File: config.mk
export PLATFORM = sky130hd
export DESIGN_NAME = uart_tx_fifo
export DESIGN_NICKNAME = d
export VERILOG_FILES = /design/src/rtl/uart_tx_fifo_pkg.sv /design/src/rtl/sync_fifo.sv /design/src/rtl/uart_tx_fifo.sv
export SDC_FILE = /design/constraint.sdc
export NUM_CORES = 1
export LEC_CHECK = 0
export BUFFER_PORTS_ARGS = -buffer_cell sky130_fd_sc_hd__buf_4
export CAP_MARGIN = 20
export CORE_ASPECT_RATIO = 0.7
export CORE_MARGIN = 2
export CORE_UTILIZATION = 65
export CTS_CLUSTER_SIZE = 24
export DETAILED_ROUTE_END_ITERATION = 8
export PLACE_DENSITY = 0.88
export SETUP_SLACK_MARGIN = 0.2
export SLEW_MARGIN = 20
export SYNTH_ARGS = -nofsm -noshare
export SYNTH_HDL_FRONTEND = slang
export SYNTH_SLANG_ARGS = --single-unit
File: constraint.sdc
create_clock -name i_Clock -period 7.2 [get_ports i_Clock]
set_clock_uncertainty 0.15 [all_clocks]
set_input_delay 0.72 -clock i_Clock [delete_from_list [all_inputs] [get_ports i_Clock]]
set_output_delay 0.72 -clock i_Clock [all_outputs]
set_load 0.02 [all_outputs]
File: src/rtl/uart_tx_fifo_pkg.sv
// Shared UART-side constants: byte width, default FIFO depth, TX FSM encodings.
// Latency: n/a (declarations only).
// Backpressure: n/a.
package uart_tx_fifo_pkg;

    localparam int BYTE_W        = 8;
    localparam int DEFAULT_DEPTH = 16;

    typedef enum logic [2:0] {
        S_IDLE      = 3'd0,
        S_SEND      = 3'd1,
        S_WAIT_ACT  = 3'd2,
        S_WAIT_DONE = 3'd3,
        S_GAP       = 3'd4
    } tx_state_t;

endpackage

File: src/rtl/sync_fifo.sv
// Byte FIFO: DEPTH x 8 storage, wrapping pointers, separate occupancy count.
// Latency: a write is visible at the head and in count one cycle after it is accepted.
// Backpressure: writes while full are dropped and flagged by a one-cycle overflow pulse; a same-cycle pop never frees room.
module sync_fifo
    import uart_tx_fifo_pkg::*;
#(
    parameter  int DEPTH  = DEFAULT_DEPTH,
    localparam int ADDR_W = $clog2(DEPTH)
)(
    input  logic              clk,
    input  logic              rst,
    input  logic              wr_en,
    input  logic [BYTE_W-1:0] wr_dat,
    input  logic              rd_en,
    output logic [BYTE_W-1:0] rd_dat,
    output logic              full,
    output logic              empty,
    output logic [ADDR_W:0]   count,
    output logic              overflow
);

    localparam logic [ADDR_W:0] DEPTH_CNT = (ADDR_W+1)'(DEPTH);

    logic [BYTE_W-1:0] mem [DEPTH];
    logic [ADDR_W-1:0] wr_ptr;
    logic [ADDR_W-1:0] rd_ptr;
    logic              wr_ok;
    logic              rd_ok;

    // Flags come from the registered count only, so full is judged before any pop this cycle.
    assign full   = (count == DEPTH_CNT);
    assign empty  = (count == '0);
    assign wr_ok  = wr_en && !full;
    assign rd_ok  = rd_en && !empty;
    assign rd_dat = mem[rd_ptr];

    // Storage array; contents need no reset because count gates every read.
    always_ff @(posedge clk) begin
        if (wr_ok) begin
            mem[wr_ptr] <= wr_dat;
        end
    end

    // Pointer, count and overflow bookkeeping.
    always_ff @(posedge clk or posedge rst) begin
        if (rst) begin
            wr_ptr   <= '0;
            rd_ptr   <= '0;
            count    <= '0;
            overflow <= 1'b0;
        end else begin
            overflow <= wr_en && full;
            if (wr_ok) begin
                wr_ptr <= wr_ptr + ADDR_W'(1);
            end
            if (rd_ok) begin
                rd_ptr <= rd_ptr + ADDR_W'(1);
            end
            case ({wr_ok, rd_ok})
                2'b10:   count <= count + (ADDR_W+1)'(1);
                2'b01:   count <= count - (ADDR_W+1)'(1);
                default: count <= count;
            endcase
        end
    end

endmodule

File: src/rtl/uart_tx_fifo.sv
// Byte queue in front of a uart_tx: launches one frame per queued byte, in write order.
// Latency: accepted write into an empty idle queue -> o_Tx_DV two cycles later.
// Backpressure: waits for uart_tx idle/done plus one gap cycle per frame; writes while full are dropped with o_Overflow.
module uart_tx_fifo
    import uart_tx_fifo_pkg::*;
#(
    parameter  int DEPTH  = DEFAULT_DEPTH,
    localparam int ADDR_W = $clog2(DEPTH)
)(
    input  logic              i_Clock,
    input  logic              i_Reset,
    input  logic              i_Wr_En,
    input  logic [BYTE_W-1:0] i_Wr_Byte,
    output logic              o_Full,
    output logic              o_Empty,
    output logic [ADDR_W:0]   o_Count,
    output logic              o_Overflow,
    output logic              o_Tx_DV,
    output logic [BYTE_W-1:0] o_Tx_Byte,
    input  logic              i_Tx_Active,
    input  logic              i_Tx_Done
);

    tx_state_t         state;
    logic              pop;
    logic [BYTE_W-1:0] head;

    // The head is consumed in the single S_SEND cycle, while o_Tx_DV is high.
    assign pop = (state == S_SEND);

    sync_fifo #(
        .DEPTH (DEPTH)
    ) u_fifo (
        .clk      (i_Clock),
        .rst      (i_Reset),
        .wr_en    (i_Wr_En),
        .wr_dat   (i_Wr_Byte),
        .rd_en    (pop),
        .rd_dat   (head),
        .full     (o_Full),
        .empty    (o_Empty),
        .count    (o_Count),
        .overflow (o_Overflow)
    );

    // Frame launch FSM with registered start strobe and held byte.
    always_ff @(posedge i_Clock or posedge i_Reset) begin
        if (i_Reset) begin
            state     <= S_IDLE;
            o_Tx_DV   <= 1'b0;
            o_Tx_Byte <= '0;
        end else begin
            o_Tx_DV <= 1'b0;
            case (state)
                S_IDLE: begin
                    if (!o_Empty && !i_Tx_Active) begin
                        state     <= S_SEND;
                        o_Tx_DV   <= 1'b1;
                        o_Tx_Byte <= head;
                    end
                end
                S_SEND: begin
                    state <= S_WAIT_ACT;
                end
                S_WAIT_ACT: begin
                    // A very short frame may finish before active is ever seen.
                    if (i_Tx_Done) begin
                        state <= S_GAP;
                    end else if (i_Tx_Active) begin
                        state <= S_WAIT_DONE;
                    end
                end
                S_WAIT_DONE: begin
                    if (i_Tx_Done) begin
                        state <= S_GAP;
                    end
                end
                S_GAP: begin
                    // Skips the cycle uart_tx spends cleaning up after done.
                    state <= S_IDLE;
                end
                default: begin
                    state <= S_IDLE;
                end
            endcase
        end
    end

endmodule

# After elaboration in Yosys (flattened, before gate mapping)

Memory sizes are Yosys's and may differ from the RTL's. A register that Yosys moved wholly into a read port is not among the register bits.
Index checks and enable logic that the tools add are counted.

Reduce and logical (&&, ||, !) cells: 12
Muxes and demuxes: 10
Add/subtract/negate cells: 4
Eq/ne operators: 9

Operator list:

| kind                                                                | number |
|---|---|
| 3-bit two-way mux                                                   | 4 |
| 3-bit case mux with 4 select lines                                  | 1 |
| 5-bit case mux with 2 select lines                                  | 1 |
| 4-bit by 1-bit adder with 4-bit output (second input constant)      | 2 |
| 3-bit by 2-bit == test with 1-bit output (second input constant)    | 2 |
| 5-bit by 1-bit adder with 5-bit output (second input constant)      | 1 |
| 5-bit == test (second input constant)                               | 1 |
| 5-bit zero test                                                     | 1 |
| 5-bit by 1-bit subtractor with 5-bit output (second input constant) | 1 |
| 1-bit logical AND                                                   | 4 |
| 1-bit two-way mux                                                   | 4 |
| 2-bit != test (second input constant)                               | 2 |
| 3-bit by 1-bit == test with 1-bit output (second input constant)    | 1 |
| 1-bit zero test                                                     | 3 |
| 3-bit zero test                                                     | 1 |
| 3-bit != test (second input constant)                               | 1 |
| 3-bit AND reduction                                                 | 1 |
| 2-bit by 1-bit == test with 1-bit output (second input constant)    | 1 |
| 2-bit == test (second input constant)                               | 1 |
| 2-bit AND reduction                                                 | 1 |
| 2-bit nonzero test                                                  | 1 |

Output and inout bits: 17
Bits in writable memories: 128
Memories: 1
Register bits: 18

Memories:

| memory     | words | width | rd ports | clocked after memory_dff | wr ports | line            | RTL |
|---|---|---|---|---|---|---|---|
| u_fifo.mem | 16    | 8     | 1        | 1                        | 1        | sync_fifo.sv:24 | `logic [BYTE_W-1:0] mem [DEPTH];` |

# Logic depth before layout (Yosys ltp)

Gate-level depths: netlist of run 1.

Word-level depth: 5
Gate-level depth with buffers: 12
Gate-level depth less buffers: 10

# Cells and area by module

Synthesis of run 1 repeated with hierarchy kept, for this count alone.

Cells, all modules: 366
Area total of the unflattened synthesis: 6281.0 um^2

Modules (own cells, without submodules):

| module       | sequential area each (um^2) | cells each | instances | area an instance (um^2) |
|---|---|---|---|---|
| sync_fifo    | 4194.0                      | 335        | 1         | 5815.6 |
| uart_tx_fifo | 300.3                       | 31         | 1         | 465.4 |

# Least setup slack after synthesis of run 1

Ideal clock, no wire load.

Path kind: reg-to-reg
Start point: register u_fifo.count[2]
End point: register u_fifo.count[4]
Path buffers: 2
Arrival time: 2.693 ns
Library setup time: 0.130 ns
Required time: 6.920 ns
Stages on the path, launching flop included: 13
Setup slack: 4.227 ns
Cells stage by stage: dfrtp_1 -> buf_2 -> nor4_4 -> a21boi_2 -> inv_1 -> ha_1 -> clkbuf_1 -> xor2_1 -> ha_1 -> inv_1 -> a222oi_1 -> nor3_1 -> xnor2_1

Cells in the longest elaborated chain, start to end: 5
Elaborated cells between the ends (all ways): 12
Classes of those cells: add/sub: 2; eq/ne: 3; mux: 1; reduce/logical: 6

RTL lines:

| element                                                                          | line                             | RTL |
|---|---|---|
| start, declared                                                                  | sync_fifo.sv:18                  | `output logic [ADDR_W:0] count,` |
| start signal, assigned                                                           | sync_fifo.sv:60                  | `2'b10: count <= count + (ADDR_W+1)'(1);` |
| start signal, assigned                                                           | sync_fifo.sv:61                  | `2'b01: count <= count - (ADDR_W+1)'(1);` |
| start signal, assigned                                                           | sync_fifo.sv:62                  | `default: count <= count;` |
| 5-bit == test / 5-bit zero test (equally long branches)                          | sync_fifo.sv:31, sync_fifo.sv:32 |  |
| 1-bit zero test (on tied branches)                                               | sync_fifo.sv:33, sync_fifo.sv:34 |  |
| 1-bit logical AND (on tied branches)                                             | sync_fifo.sv:33, sync_fifo.sv:34 |  |
| 2-bit by 1-bit == test with 1-bit output / 2-bit == test (equally long branches) | sync_fifo.sv:59                  | `case ({wr_ok, rd_ok})` |
| 5-bit case mux with 2 select lines / 2-bit nonzero test (equally long branches)  | -                                |  |

Parallel ways exist; a longest one is shown, timed or not.
A chain may end at the register's enable or synchronous reset.

# Final worst setup path of run 1

Ends and elaborated chain as after synthesis.

==> results of run 1 <==
routing by layer:
metal	global-route usage	up-vias	wire [µm]
li1	-	1391	-
met1	0.356	1689	4920
met2	0.402	172	6110
met3	0.0745	26	968
met4	0.112	0	269
met5	0	-	0
flip-flops by register name, summed over array words and instances (netlist names):
name             cells
o_Tx_Byte            8
state                3
u_fifo.rd_ptr        4
u_fifo.mem         128
o_Tx_DV              1
u_fifo.wr_ptr        4
u_fifo.count         5
u_fifo.overflow      1
final cells by class:
type	instances	area (µm²)	share of cell area
tap	124	155	0.0218
multi-input combinational	150	1630	0.229
inverter	9	33.8	0.00474
clock inverter	13	143	0.0200
timing repair buffer	31	233	0.0327
sequential	154	4500	0.631
clock buffer	19	433	0.0608
path summary, 6_finish.rpt:
| check | depth (start not counted) | to | slack [ns] |
|---|---|---|---|
| hold / removal | 2 | o_Tx_Byte[5] | 0.24 |
| setup / recovery | 10 | u_fifo.count[4] | 4.11 |
| hold reg to reg | 1 | state[1] | 0.45 |
| setup reg to reg | 10 | u_fifo.count[4] | 4.11 |
| min in group i_Clock | 2 | state[1] | 0.35 |
| max in group asynchronous | 2 | u_fifo.rd_ptr[0] | 6.20 |
cell families after synthesis:
logic type	after synthesis	share of synthesized area
mux	41	0.140
fa+ha+maj	8	0.0160
buf+inv	26	0.0216
xor+xnor	13	0.0182
flops	154	0.720
compound gates	41	0.0459
simple gates	47	0.0387
layout by cell type, fill, tap and decap left out, types with 6 or more instances in the layout:
cell       netlist  layout
mux4_1          13      13
a21oi_1         13      13
ha_1             8       8
xnor2_1          7       7
dfrtp_1         26      25
buf_4            1      31
nor2_1          18      18
clkbuf_16        0      17
xor2_1           6       6
mux2_2           9       9
o22ai_1         16      16
mux4_2          19      19
edfxtp_1       128     128
inv_1            9       8
nand2_1          9       9
critical path: cells and delay by family (launching register included):
family                   cells  cell delay, ns
AO/OA/AOI/OAI                2            0.57
XOR/XNOR                     2            0.32
adder cells (fa/ha/maj)      2            0.55
buffers and inverters        2            0.20
flip-flops                   1            0.49
AND/OR/NAND/NOR              2            0.70
power by group:
part           switching, µW  internal [µW]  total [µW]
sequential               128           1110        1240
combinational            456            380         836
clock                    350            512         863
metrics by stage:
stage	hold slack, ns	cells	instance area [µm²]	setup WS (ns)
detailed placement	0.436	468	6530	4.15
global route	0.284	500	7130	3.90
finish	0.242	500	7130	4.11
floorplan	0.359	330	6240	4.23
CTS	0.332	500	7110	4.11
global placement	0.407	468	6530	4.31
==> results.sh, run 1 <==
export IMPL_synth_distinct_cells=40
export IMPL_required_ns=7.35
export IMPL_syn_inst=330
export IMPL_worstSkewPairLatency_ns=0.42
export IMPL_grt_pass1_vias=3286
export IMPL_utilization=0.776
export IMPL_async_flop_share=0.169
export IMPL_gr_total_overflow=0
export IMPL_clk_pin_slew_ns=0.06
export IMPL_synth_most_common_cell="edfxtp_1"
export IMPL_ys_top_cells_by_area="edfxtp_1 62%, dfrtp_1 10%, mux4_2 6.9%"
export IMPL_drive_above_1_share=0.274
export IMPL_synth_seq_area_share=0.720
export IMPL_syn_area_per_cell_um2=18.9
export IMPL_slew_headroom=0.280
export IMPL_synthToLayoutAreaGrowth_pct=14.2
export IMPL_nets=384
export IMPL_wl_per_cell_um=24.5
export IMPL_gp_congestion=0.752
export IMPL_rsz0062_at_grt="false"
export IMPL_tns_ns=0
export IMPL_dr_pass1_iters=5
export IMPL_finalPower_uw=2940
export IMPL_synth_fp_nets=351
export IMPL_cp_startpoint="u_fifo.count[2]"
export IMPL_postCtsSetupBuffers=0
export IMPL_drc=0
export IMPL_path_max_fanout=9
export IMPL_io_buffers=29
export IMPL_hp_class="input port to asynchronous set/reset pin"
export IMPL_via_count=3278
export IMPL_maxSlewViolCount=0
export IMPL_hold_viol=0
export IMPL_synth_edf_count=128
export IMPL_die_w_um=121
export IMPL_cpMaxStageDelayCell="nor4_4"
export IMPL_track_usage=0.260
export IMPL_synth_warnings=0
export IMPL_min_period_ns=3.09
export IMPL_cp_arrival_ns=3.24
export IMPL_synth_ff_type="edfxtp_1"
export IMPL_holdBufCountCts=0
export IMPL_yosysTopAreaCellShare=0.616
export IMPL_die_h_um=86.0
export IMPL_crit_chain="nor4_4 -> a21boi_2 -> inv_1 -> ha_1 -> xor2_1 -> ha_1 -> inv_1 -> a222oi_1 -> nor3_1 -> xnor2_1"
export IMPL_synth_commonest_cells="128 x edfxtp_1, 26 x dfrtp_1, 19 x mux4_2, 18 x nor2_1, 16 x o22ai_1"
export IMPL_fin_crit_sh=0.429
export IMPL_setup_viol=0
export IMPL_core_area_mm2=0.00918
export IMPL_crit_type="flop to flop"
export IMPL_wl_um=12300
export IMPL_grt_pass1_wl_um=18800
export IMPL_yosys_area_top_type="edfxtp_1"
export IMPL_fillers=464
export IMPL_cts_max_level=4
export IMPL_fmax_mhz=323
export IMPL_synth_area_mm2=0.00624
export IMPL_antenna_cells=0
export IMPL_cts_resized=0
export IMPL_numCtsBuffers=17
export IMPL_worstReg2RegStart="u_fifo.count[2]"
export IMPL_postRouteAntennaNets=0
export IMPL_cts_sinks=154
export IMPL_power_leakage_uw=0.00248
export IMPL_die_area_mm2=0.0104
export IMPL_grt_max_degree=36
export IMPL_initial_core_util=0.680
export IMPL_cts_tree="built"
export IMPL_io_pins=30
export IMPL_cp_slowest_stage_delay_ns=0.60
export IMPL_clockBufferDepth=2
export IMPL_ir_drop_mv=0.347
export IMPL_endpoint_kind="flop"
export IMPL_dpl_hpwl_um=7080
export IMPL_critPathLaunchType="flop"
export IMPL_ys_ff_latch=154
export IMPL_drt_iter0_markers=207
export IMPL_vias_per_cell=6.56
export IMPL_tightest_slew_ns=1.08
export IMPL_status="complete, no violations"
export IMPL_cts_root_buffer="clkbuf_16"
export IMPL_drv_cap=0
export IMPL_grt_antenna_before_repair=0
export IMPL_powerDensity_mw_per_mm2=412
export IMPL_row_count=29
(Power assumes the default switching activity.)
==> inputs of run 2 (changes only) <==
- CORE_UTILIZATION: 65 -> 55
- PLACE_DENSITY: 0.88 -> 0.79
- clock period: 7.2 -> 2.5 ns (I/O delays scaled with it)
==> results.sh, run 2 (synthesis gave the netlist of run 1 again) <==
export IMPL_min_period_ns=2.43
export IMPL_cts_tree="built"
export IMPL_critical_path_top_delay_family="compound AO/OA/AOI/OAI gates"
export IMPL_crit_chain="nor4_4 -> buf_4 -> a2111oi_4 -> ha_2 -> xor2_1 -> ha_2 -> buf_4 -> a21o_1 -> a21oi_1 -> nor3_1 -> xnor2_1"
export IMPL_rsz0062_at_grt="true"
export IMPL_synthToLayoutAreaGrowth_pct=20.4
export IMPL_via_count=3288
export IMPL_fmax_mhz=411
export IMPL_worstSkewPairLatency_ns=0.42
export IMPL_dp_cells=515
export IMPL_final_cells=561
export IMPL_dr_pass1_iters=4
export IMPL_wl_um=12900
export IMPL_grt_antenna_before_repair=0
export IMPL_fin_crit_sh=0.972
export IMPL_drv_cap=0
export IMPL_dpl_cell_area_mm2=0.00673
export IMPL_required_ns=2.65
export IMPL_utilization=0.680
export IMPL_wl_per_cell_um=23.0
export IMPL_layout_commonest_cell="edfxtp_1"
export IMPL_largest_reg_flops=128
export IMPL_ir_drop_mv=0.796
export IMPL_core_area_mm2=0.0111
export IMPL_slew_headroom=0.575
export IMPL_cpMaxStageDelayCell="dfrtp_1"
export IMPL_rr_worst_depth=11
export IMPL_vias_per_cell=5.86
export IMPL_maxSlewViolCount=0
export IMPL_critPathLaunchType="flop"
export IMPL_io_pins=30
export IMPL_tightest_slew_ns=0.637
export IMPL_setup_viol=0
export IMPL_track_usage=0.226
export IMPL_nets=416
export IMPL_row_count=32
export IMPL_crit_type="flop to flop"
export IMPL_grt_max_degree=36
export IMPL_drc=0
export IMPL_status="complete, no violations"
export IMPL_cp_startpoint="u_fifo.count[3]"
export IMPL_dpl_hpwl_um=8030
export IMPL_drt_iter0_markers=479
export IMPL_hp_class="input port to flop"
export IMPL_cts_sinks=154
export IMPL_powerDensity_mw_per_mm2=1180
export IMPL_numCtsBuffers=17
export IMPL_fillers=712
export IMPL_cts_max_level=4
export IMPL_cp_arrival_ns=2.58
export IMPL_cp_slowest_stage_delay_ns=0.40
export IMPL_path_max_fanout=3
export IMPL_initial_core_util=0.565
export IMPL_worstReg2RegStart="u_fifo.count[3]"
export IMPL_cts_root_buffer="clkbuf_16"
export IMPL_reg2reg_to="u_fifo.count[4]"
export IMPL_endpoint="u_fifo.count[4]"
export IMPL_io_buffers=29
export IMPL_drive_above_1_share=0.341
export IMPL_die_h_um=93.1
export IMPL_regMostFlops="u_fifo.mem"
export IMPL_grt_pass1_vias=3341
export IMPL_gr_total_overflow=0
export IMPL_power_leakage_uw=0.00266
export IMPL_gp_congestion=0.783
export IMPL_hold_viol=0
export IMPL_postRouteAntennaNets=0
export IMPL_grt_pass1_wl_um=19800
export IMPL_final_cell_mix="128 x edfxtp_1, 52 x buf_4, 23 x dfrtp_1"
export IMPL_clk_pin_slew_ns=0.06
export IMPL_critPathBufInv=2
export IMPL_worst_path_stages=11
export IMPL_antenna_cells=0
export IMPL_top_regs="u_fifo.mem: 128 flops, o_Tx_Byte: 8 flops, u_fifo.count: 5 flops"
export IMPL_clockBufferDepth=2
export IMPL_endpoint_kind="flop"
export IMPL_die_w_um=131
export IMPL_die_area_mm2=0.0122
export IMPL_r2r_slack_ns=0.07
export IMPL_stdcell_area_mm2=0.00752
==> run 2: cell types whose count changed in the layout (fill, tap and decap cells not counted), sizes merged <==
| cell | delta |
|---|---|
| buf | +23 |
| dlygate4sd3 | +9 |
| clkbuf | +7 |
| bufinv | -2 |
| clkinv | -2 |
| inv | -2 |
| clkinvlp | -1 |
==> run 2: worst min path at each step <==
stage / slack [ns] / start / cells past startpoint / endpoint
6_report: 0.01 / i_Wr_Byte[6] / 1 / u_fifo.mem[5][6]
5_1_grt: 0.008 / i_Wr_Byte[5] / 1 / u_fifo.mem[6][5]
4_1_cts: 0.005 / i_Wr_Byte[6] / 1 / u_fifo.mem[15][6]
3_3_place_gp: 0.18 / i_Reset / 3 / u_fifo.wr_ptr[3]
3_5_place_dp: 0.20 / i_Reset / 3 / u_fifo.wr_ptr[3]
2_1_floorplan: 0.14 / i_Reset / 1 / o_Tx_Byte[0]
==> run 2: report_power, final <==
part	internal [µW]	switching [µW]
logic	1290	1460
registers	3200	283
clock network	1620	998
total	6110	2740
==> run 2: final cells by class <==
class,count,area (µm²),share of cell area
clock inverters,6,41.3,0.00549
inverters,9,33.8,0.00449
repair buffers,63,520,0.0692
clock buffers,26,586,0.0779
flip-flops and latches,154,4500,0.598
well taps,153,191,0.0255
multi-input cells,150,1650,0.219
==> run 2: what timing repair did <==
action | in CTS | in global routing
endpoints found under the hold margin | 113 | 0
hold buffers | 9 | 0
endpoints found under the setup margin | 3 | 92
buffers inserted | 3 | 2
gates resized for setup | 2 | 13
pin swaps | 7 | 9
==> run 2: routing by layer <==
layer | part of all wire | track usage | vias to the layer above
li1 | - | - | 1454
met1 | 0.43 | 0.318 | 1680
met2 | 0.48 | 0.351 | 133
met3 | 0.076 | 0.0607 | 21
met4 | 0.014 | 0.0770 | 0
met5 | 0 | 0 | -
==> run 2: through the flow <==
step / setup TNS (ns) / power [µW] / hold slack, ns / setup slack [ns]
after floorplan: -0.649 / 5340 / 0.140 / -0.312
after global placement: 0 / 6070 / 0.184 / 0.111
after detailed placement: 0 / 6170 / 0.198 / 0.0661
after CTS: 0 / 8830 / 0.00531 / 0.0662
after global routing: -0.0360 / 9240 / 0.00820 / -0.0360
final: 0 / 8860 / 0.0102 / 0.0689
==> run 2: worst register-to-register path, stage by stage (launching register included) <==
cell	delay [ns]
dfrtp_1	0.40
nor4_4	0.04
buf_4	0.15
a2111oi_4	0.34
ha_2	0.26
xor2_1	0.17
ha_2	0.23
buf_4	0.11
a21o_1	0.11
a21oi_1	0.06
nor3_1	0.21
xnor2_1	0.10
